**src/rtl/car_pkg.sv**
```systemverilog
// Shared encodings for the ignition sequencer: FSM state codes, buzzer
// urgency classes and a counter-width helper.
package car_pkg;

    // FSM state codes, also visible on the debug state port
    typedef enum logic [1:0] {
        ST_OFF   = 2'd0,
        ST_CRANK = 2'd1,
        ST_RUN   = 2'd2,
        ST_FAULT = 2'd3
    } state_t;

    // Buzzer urgency class
    typedef enum logic [1:0] {
        CLS_SILENT = 2'd0,
        CLS_SLOW   = 2'd1,
        CLS_FAST   = 2'd2
    } bz_class_t;

    // Bits needed to hold 0..n-1, never narrower than one bit
    function automatic int cnt_w(input int n);
        return (n < 2) ? 1 : $clog2(n);
    endfunction

endpackage

```
**src/rtl/tick_gen.sv**
```systemverilog
// Free-running timing-tick divider: one-cycle tick every TICK_DIV clocks.
module tick_gen
    import car_pkg::*;
#(
    parameter int TICK_DIV = 1000
) (
    input  logic clk,
    input  logic rst_n,
    output logic tick
);

    localparam int             W    = cnt_w(TICK_DIV);
    localparam logic [W-1:0]   LAST = W'(TICK_DIV - 1);

    logic [W-1:0] cnt;

    // Count 0..TICK_DIV-1 and wrap; never restarted except by reset
    always_ff @(posedge clk or negedge rst_n) begin
        if (!rst_n) begin
            cnt <= '0;
        end else if (cnt == LAST) begin
            cnt <= '0;
        end else begin
            cnt <= cnt + W'(1);
        end
    end

    assign tick = (cnt == LAST);

endmodule

```
**src/rtl/ignition_seq.sv**
```systemverilog
// Ignition sequencer: gates engine start on the legal checker's permit,
// times the starter crank, latches aborted starts and drives a warning chime.
module ignition_seq
    import car_pkg::*;
#(
    parameter int TICK_DIV    = 1000,
    parameter int CRANK_TICKS = 20,
    parameter int FAST_HALF   = 2,
    parameter int SLOW_HALF   = 8
) (
    input  logic       clk,
    input  logic       rst_n,
    input  logic       start_permit,
    input  logic       warn_pr1,
    input  logic       warn_pr2,
    input  logic       key,
    input  logic       start_btn,
    output logic       crank,
    output logic       engine_on,
    output logic       fault,
    output logic       buzzer,
    output logic [1:0] state_o
);

    localparam int            CW         = cnt_w(CRANK_TICKS);
    localparam logic [CW-1:0] CRANK_LAST = CW'(CRANK_TICKS - 1);
    localparam int            PW         = cnt_w(SLOW_HALF);
    localparam logic [PW-1:0] FAST_LAST  = PW'(FAST_HALF - 1);
    localparam logic [PW-1:0] SLOW_LAST  = PW'(SLOW_HALF - 1);

    state_t        state;
    logic          btn_q;
    logic          start_ev;
    logic          tick;
    logic [CW-1:0] crank_cnt;
    bz_class_t     cls;
    bz_class_t     cls_q;
    logic [PW-1:0] phase;
    logic [PW-1:0] phase_last;

    tick_gen #(
        .TICK_DIV (TICK_DIV)
    ) u_tick_gen (
        .clk   (clk),
        .rst_n (rst_n),
        .tick  (tick)
    );

    // Rising edge of the button only; a held button never retriggers
    assign start_ev = start_btn && !btn_q;
    assign state_o  = state;

    // Sequencer FSM with registered outputs, crank timing and button history
    always_ff @(posedge clk or negedge rst_n) begin
        if (!rst_n) begin
            state     <= ST_OFF;
            crank     <= 1'b0;
            engine_on <= 1'b0;
            fault     <= 1'b0;
            crank_cnt <= '0;
            btn_q     <= 1'b0;
        end else begin
            btn_q <= start_btn;
            case (state)
                ST_OFF: begin
                    if (start_ev && start_permit && key) begin
                        state     <= ST_CRANK;
                        crank     <= 1'b1;
                        crank_cnt <= '0;
                    end
                end
                ST_CRANK: begin
                    // key removal wins over a dangerous warning
                    if (!key) begin
                        state <= ST_OFF;
                        crank <= 1'b0;
                    end else if (warn_pr1) begin
                        state <= ST_FAULT;
                        crank <= 1'b0;
                        fault <= 1'b1;
                    end else if (tick) begin
                        if (crank_cnt == CRANK_LAST) begin
                            state     <= ST_RUN;
                            crank     <= 1'b0;
                            engine_on <= 1'b1;
                        end else begin
                            crank_cnt <= crank_cnt + CW'(1);
                        end
                    end
                end
                ST_RUN: begin
                    if (!key) begin
                        state     <= ST_OFF;
                        engine_on <= 1'b0;
                    end
                end
                ST_FAULT: begin
                    if (!key) begin
                        state <= ST_OFF;
                        fault <= 1'b0;
                    end
                end
                default: begin
                    state     <= ST_OFF;
                    crank     <= 1'b0;
                    engine_on <= 1'b0;
                    fault     <= 1'b0;
                end
            endcase
        end
    end

    // Buzzer urgency class from live warnings and the latched fault state
    always_comb begin
        cls = CLS_SILENT;
        if (warn_pr1 || (state == ST_FAULT)) begin
            cls = CLS_FAST;
        end else if (warn_pr2) begin
            cls = CLS_SLOW;
        end
    end

    assign phase_last = (cls == CLS_FAST) ? FAST_LAST : SLOW_LAST;

    // Chime: restart high on every class change, then toggle each half-period
    always_ff @(posedge clk or negedge rst_n) begin
        if (!rst_n) begin
            cls_q  <= CLS_SILENT;
            phase  <= '0;
            buzzer <= 1'b0;
        end else begin
            cls_q <= cls;
            if (cls != cls_q) begin
                phase  <= '0;
                buzzer <= (cls != CLS_SILENT);
            end else if (cls == CLS_SILENT) begin
                phase  <= '0;
                buzzer <= 1'b0;
            end else if (tick) begin
                if (phase == phase_last) begin
                    phase  <= '0;
                    buzzer <= ~buzzer;
                end else begin
                    phase <= phase + PW'(1);
                end
            end
        end
    end

endmodule

```
**config.mk**
```make
export PLATFORM = sky130hd
export DESIGN_NAME = ignition_seq
export DESIGN_NICKNAME = d
export VERILOG_FILES = /design/src/rtl/car_pkg.sv /design/src/rtl/tick_gen.sv /design/src/rtl/ignition_seq.sv
export SDC_FILE = /design/constraint.sdc
export NUM_CORES = 1
export LEC_CHECK = 0
export BUFFER_PORTS_ARGS = -buffer_cell sky130_fd_sc_hd__buf_4
export CORE_MARGIN = 8
export CORE_UTILIZATION = 55
export DETAILED_ROUTE_END_ITERATION = 12
export GPL_ROUTABILITY_DRIVEN = 0
export GPL_TIMING_DRIVEN = 0
export PLACE_DENSITY_LB_ADDON = 0.15
export SLEW_MARGIN = 15
export SYNTH_ARGS = -nofsm -noshare
export SYNTH_HDL_FRONTEND = slang
export SYNTH_SLANG_ARGS = --single-unit
```
**constraint.sdc**
```tcl
create_clock -name clk -period 2.07 [get_ports clk]
set_input_delay 0.3105 -clock clk [delete_from_list [all_inputs] [get_ports clk]]
set_output_delay 0.3105 -clock clk [all_outputs]
set_load 0.005 [all_outputs]
```
==> metrics, run 1 <==
port bufs 12; Post-Syn Nets 153; required time of the critical path 2.31 ns; first-pass GRT wire length 4.64 mm; flip-flop and latch area 676 sq um; Post-DP HPWL 2.05 mm; setup violators final 0; Rows 18; main combinational cell family by area after synthesis simple AND/OR/NAND/NOR gates; post-route ant nets 0; Pleak 0.703 nW; Clock Tree Root clkbuf_4; max frequency 528 MHz; DR WL/cell 14.2 um; CTS Sinks 27; Slew Limit Fails 0; vias in the first global route 1107; GR Util All Layers 13.2%; fillcell total 225; Vias 1123; Core Region 0.00245 sq mm; RSZ-0062 raised after global routing false; clock network power share 27.1%; DRT met1 WL 1.25 mm; final wirelength 2.71 mm; Internal 652 uW; worst skew pair latency 0.33 ns; Starting DRT DRC Count 33; Critical Path Source Type flop; sw frac 24.7%; area share of the largest cell type after synthesis 48.1%; area occupied by multi-input gates 704 sq um; CP startpoint u_tick_gen.cnt[0]; CTS max path bufs 2; post-synthesis simple-gate area fraction 26.4%; routed wl met2 1.36 mm; Synth Flop Type dfrtp_1; compound-gate portion of the synthesized area 12.5%; Yosys warning count 0; maximum level of the CTS H-tree 1; Worst Reg-to-Reg Cells 5; nets 171; synthesized cell area 0.00141 sq mm; met3 wire len 67 um; antenna violations before repair 0; min cycle time layout 1.89 ns; layout cells sized above 1 16.3%; Clock transition at path regs 0.15 ns; status complete, no violations; fin area 0.00158 sq mm; Post-synth EDFFs 0; Synth Instances 143; synth top area cells dfrtp_1 48%, nand3_1 5.0%, o21ai_0 3.6%; CP arrival 2.13 ns; RR Startpoint u_tick_gen.cnt[0]; Seq cells post-synth 27; Net Switching 213 uW; largest net degree at the start of global routing 28; detailed-router iteration count before antenna repair 4; post-synthesis async set-or-reset flop share 100%; setup TNS 0 ns; Mean Syn Cell Area 9.83 sq um; endpoints failing hold 0; XOR/XNOR Fraction of Synth Area 4.36%; Post-synth top cells 27 x dfrtp_1, 14 x nand3_1, 11 x nand2_1; Comb pwr share 9.3%; maximum vdd drop 0.417 mV; top-count cell post-synth dfrtp_1; CP Max Fanout 8; count of different cell masters after synthesis 40; DR top layer met4; power density cells 547 mW/mm^2; die height 66.5 um; Max-Cap Viols 0; vias per cell 5.91; Initial Util 57.2%; actual slew at the worst max-slew pin 0.650 ns; ratio of final minimum period to clock period 91.5%; Seq/Total Area, Yosys 48.1%; skew final 0.00517 ns; dpl cells 185; Synth Area in Adders 2.67%; CTS tree built; cell taking the most area after synthesis dfrtp_1; Max-slew headroom 56.4%; crit path capture type flop; sequential share of power 63.6%; post-synthesis mux area share 3.65%; Reg2Reg Setup Slack 0.18 ns; die area 0.00443 sq mm; worst min path class input port to flop; gr ovfl total 0; kind of critical path flop to flop; placed cell areas 0.00153 sq mm; Residual DRC 0; crit path to buzzer; Ant. Diodes 0; Die Width 66.5 um; Area Overhead vs Synth 12.5%; reg2reg end buzzer; CTS buffer count 3; final non-filler cell total 190; # IOs 13
## layout make-up
class | instances | share of cell area, %
clock buffer | 3 | 1.43
multi-input combinational | 108 | 44.6
timing repair buffer | 13 | 6.33
clock inverter | 1 | 0.475
sequential | 27 | 42.8
tap | 30 | 2.38
buffer | 3 | 0.871
inverter | 5 | 1.19
## placed cells by master, fill, tap and decap left out, types with 2 or more instances in the layout
master and n:
nor2_1 8, inv_1 5, ha_1 3, a21oi_1 7, and3_2 2, or3_1 5, nand3_1 14, and2_1 4
o2111ai_1 2, dfrtp_1 27, xnor2_1 3, buf_4 12, nor2b_1 2, nand2b_1 2, mux2i_1 3, nor3_1 3
a31oi_1 2, clkbuf_4 3, o21ai_0 10, o31ai_1 2, or4_1 2, o211ai_1 2, xor2_1 4, nand2_1 11
## how the worst min path moves through the flow
| stage | start | endpoint | cells past startpoint |
|---|---|---|---|
| floorplan | rst_n | btn_q | 0 |
| global placement | rst_n | crank_cnt[2] | 1 |
| detailed placement | rst_n | crank_cnt[2] | 1 |
| CTS | start_btn | btn_q | 1 |
| global route | start_btn | btn_q | 1 |
| finish | start_btn | btn_q | 1 |
## per-stage QoR
stage / hold WS (ns) / setup WS (ns) / util [%] / total power, mW
finish: 0.0888 / 0.176 / 64.4 / 0.865
global route: 0.0645 / 0.0237 / 64.4 / 0.907
CTS: 0.0801 / 0.0220 / 64.1 / 0.876
detailed placement: 0.245 / 0.0517 / 62.4 / 0.639
global placement: 0.241 / 0.0557 / 62.4 / 0.635
floorplan: 0.0149 / 0.257 / - / 0.592
## metal layers
layer	up-vias	global-route usage (%)
met1	548	15.0
met3	4	3.02
met2	12	22.5
met5	-	0
met4	0	6.40
li1	559	-
## cells by family after synthesis
group / count (synthesis)
buffers and inverters: 8
multiplexers: 5
XOR/XNOR: 7
AND/OR/NAND/NOR: 64
adder cells (fa/ha/maj): 3
flip-flops: 27
AO/OA/AOI/OAI: 29
## critical path, stage by stage (launching register included)
cell	delay [ns]
dfrtp_1	0.39
ha_1	0.24
and4b_4	0.30
nand3_1	0.26
o21ai_0	0.26
mux2_2	0.35
## registers in the layout (all words and copies together), names as in the netlist
signal	cells
u_tick_gen.cnt	10
crank_cnt	5
phase	3
cls_q	2
state_o	2
btn_q	1
buzzer	1
crank	1
engine_on	1
fault	1
## power groups by stage
| stage | combinational (mW) | sequential (mW) | clock [mW] |
|---|---|---|---|
| floorplan | 0.0327 | 0.559 | 0 |
| global placement | 0.0767 | 0.559 | 0 |
| detailed placement | 0.0790 | 0.560 | 0 |
| CTS | 0.0806 | 0.550 | 0.245 |
| global route | 0.0903 | 0.551 | 0.266 |
| finish | 0.0805 | 0.550 | 0.234 |
## repair_timing
| item | 4_1_cts | 5_1_grt |
|---|---|---|
| setup buffers | 0 | 0 |
| gates resized for setup | 0 | 2 |
| endpoints found under the hold margin | 27 | 0 |
| endpoints found under the setup margin | 0 | 1 |
| hold buffers | 1 | 0 |
(Power assumes the default switching activity.)
==> inputs of run 2 (changes only) <==
--- a/config.mk
+++ b/config.mk
@@ -12,6 +12,7 @@
 export GPL_ROUTABILITY_DRIVEN = 0
 export GPL_TIMING_DRIVEN = 0
 export PLACE_DENSITY_LB_ADDON = 0.15
+export REMOVE_ABC_BUFFERS = 1
 export SLEW_MARGIN = 15
 export SYNTH_ARGS = -nofsm -noshare
 export SYNTH_HDL_FRONTEND = slang
==> run 2 against run 1 <==
Against the previous run:
- cell count is 1.6% lower
- sequential power about the same
- critical endpoint is now crank_cnt[4]
- fmax is 1.6% higher
- sequential share of layout area rose by 0.41 points
- critical path depth unchanged
- largest cell class unchanged
==> metrics, run 2 (same netlist as run 1, synthesis figures left out) <==
status complete, no violations; largest net degree at the start of global routing 28 (unchanged); vias in the first global route 1081 (-2.3%); vias per cell 5.84 (-1.1%); power density cells 548 mW/mm^2 (+0.19%); crit path capture type flop; Pleak 0.697 nW (-0.78%); delay-heaviest family, CP simple AND/OR/NAND/NOR gates; kind of critical path flop to flop; Die Width 66.5 um (unchanged); worst path cell trace ha_1 > and4b_4 > nand4_4 > or4_1 > a21oi_1; Top reg by flops u_tick_gen.cnt; Max-Cap Viols 0 (unchanged); worst skew pair latency 0.33 ns (about the same); Slew Limit Fails 0 (unchanged); detailed-router iteration count before antenna repair 4 (unchanged); port bufs 12 (unchanged); CTS Sinks 27 (unchanged); Initial Util 57.2% (unchanged); worst min path class input port to flop; maximum level of the CTS H-tree 1 (unchanged); antenna violations before repair 0 (unchanged); setup violators final 0 (unchanged); slowest CP cell or4_1; endpoints failing hold 0 (unchanged); DR WL/cell 14.2 um (about the same); commonest non-fill, non-tap cells in the layout 27 x dfrtp_1, 13 x nand3_1, 12 x buf_4, 11 x nand2_1, 10 x o21ai_0; post-route ant nets 0 (unchanged); Area Overhead vs Synth 11.4%; CP Buf/Inv Count 0 (unchanged); required time of the critical path 2.33 ns (+0.02 ns); Max-slew headroom 55.0% (-1.4 points); die height 66.5 um (unchanged); gr ovfl total 0 (unchanged); number of flip-flops in the largest register 10 (unchanged); CP arrival 2.12 ns (about the same); Ant. Diodes 0 (unchanged); Post-DP HPWL 2.03 mm (-1.2%); CTS max path bufs 2 (unchanged); Largest regs u_tick_gen.cnt x10, crank_cnt x5, phase x3; Critical Path Source Type flop; layout cells sized above 1 15.3% (-0.96 points); CTS tree built; Starting DRT DRC Count 29 (-12%); Clock Tree Root clkbuf_4; # IOs 13 (unchanged); actual slew at the worst max-slew pin 0.670 ns (+0.0206 ns); maximum vdd drop 0.452 mV (+8.4%); Residual DRC 0 (unchanged); Clock transition at path regs 0.15 ns (about the same); min cycle time layout 1.86 ns (-0.0300 ns); setup TNS 0 ns (unchanged); CTS buffer count 3 (unchanged); Power Total 858 uW (-0.76%); ratio of final minimum period to clock period 90.0% (-1.5 points); skew final 0.00393 ns (-0.00124 ns); slowest stage delay, CP 0.52 ns (+0.13 ns); nets 168 (-1.8%); die area 0.00443 sq mm (unchanged); first-pass GRT wire length 4.69 mm (+0.90%); commonest non-fill, non-tap cell in the layout dfrtp_1; RSZ-0062 raised after global routing false; final wirelength 2.66 mm (-1.6%); Rows 18 (unchanged); max frequency 537 MHz (+1.6%); CP Max Fanout 6 (-2); GR Util All Layers 13.4% (+0.19 points); Core Region 0.00245 sq mm (unchanged); Vias 1093 (-2.7%)
## run 2: cell count changes in the layout (fill, tap and decap cells not counted)
cell and delta:
buf_2 -1, clkbuf_1 -1, clkbuf_2 -1, clkinv_2 +1, clkinvlp_4 -1, mux2i_1 +1
mux2i_2 -1, nand3_1 -1, nand3_2 +1
## run 2: timing repair
item	in CTS	in global routing
resized for setup	0	2
hold buffers	1	0
endpoints found under the hold margin	27	0
setup buffers	0	0
endpoints found under the setup margin	0	1
## run 2: metal layers
metal	track usage (%)	vias up	wire length, um
met2	22.9	14	1350
met5	0	-	0
li1	-	553	-
met1	15.4	520	1190
met3	2.68	6	74
met4	6.40	0	44
## run 2: worst paths after layout
check	from	to	slack, ns	cells after the start
max	u_tick_gen.cnt[0]	crank_cnt[4]	0.21	5
min	start_btn	btn_q	0.09	1
max reg2reg	u_tick_gen.cnt[0]	crank_cnt[4]	0.21	5
min reg2reg	u_tick_gen.cnt[0]	u_tick_gen.cnt[0]	0.46	1
max in group asynchronous	rst_n	state_o[1]	1.42	2
min in group asynchronous	rst_n	crank_cnt[3]	0.40	2
## run 2: cell type report
type | instances | area, sq um
Clock buffer | 3 | 22.5
Clock inverter | 1 | 5.00
Fill cell | 218 | 890
Inverter | 5 | 18.8
Multi-Input combinational cell | 108 | 706
Sequential cell | 27 | 676
Tap cell | 30 | 37.5
Timing Repair Buffer | 13 | 100
## run 2: report_power, final
group	internal, mW	leakage, nW	total [mW]	switching [mW]
Clock	0.0726	0.0177	0.232	0.159
Combinational	0.0355	0.335	0.0739	0.0384
Sequential	0.540	0.345	0.552	0.0120
Total	0.648	0.697	0.858	0.210
## run 2: worst register-to-register path: stages, from the launching register on
cell and delay (ns):
dfrtp_1 0.39, ha_1 0.24, and4b_4 0.31, nand4_4 0.14, or4_1 0.52, a21oi_1 0.19
## run 2: per-stage QoR
step | area (sq um) | std cells | util [%] | setup WS [ns] | hold slack, ns
detailed placement | 1520 | 182 | 61.9 | 0.0604 | 0.245
global placement | 1520 | 182 | 61.9 | 0.105 | 0.239
finish | 1570 | 187 | 63.8 | 0.206 | 0.0885
CTS | 1560 | 187 | 63.4 | 0.0263 | 0.0731
global route | 1570 | 187 | 63.8 | 0.0344 | 0.0656
floorplan | 1390 | 140 | - | 0.313 | 0.0149
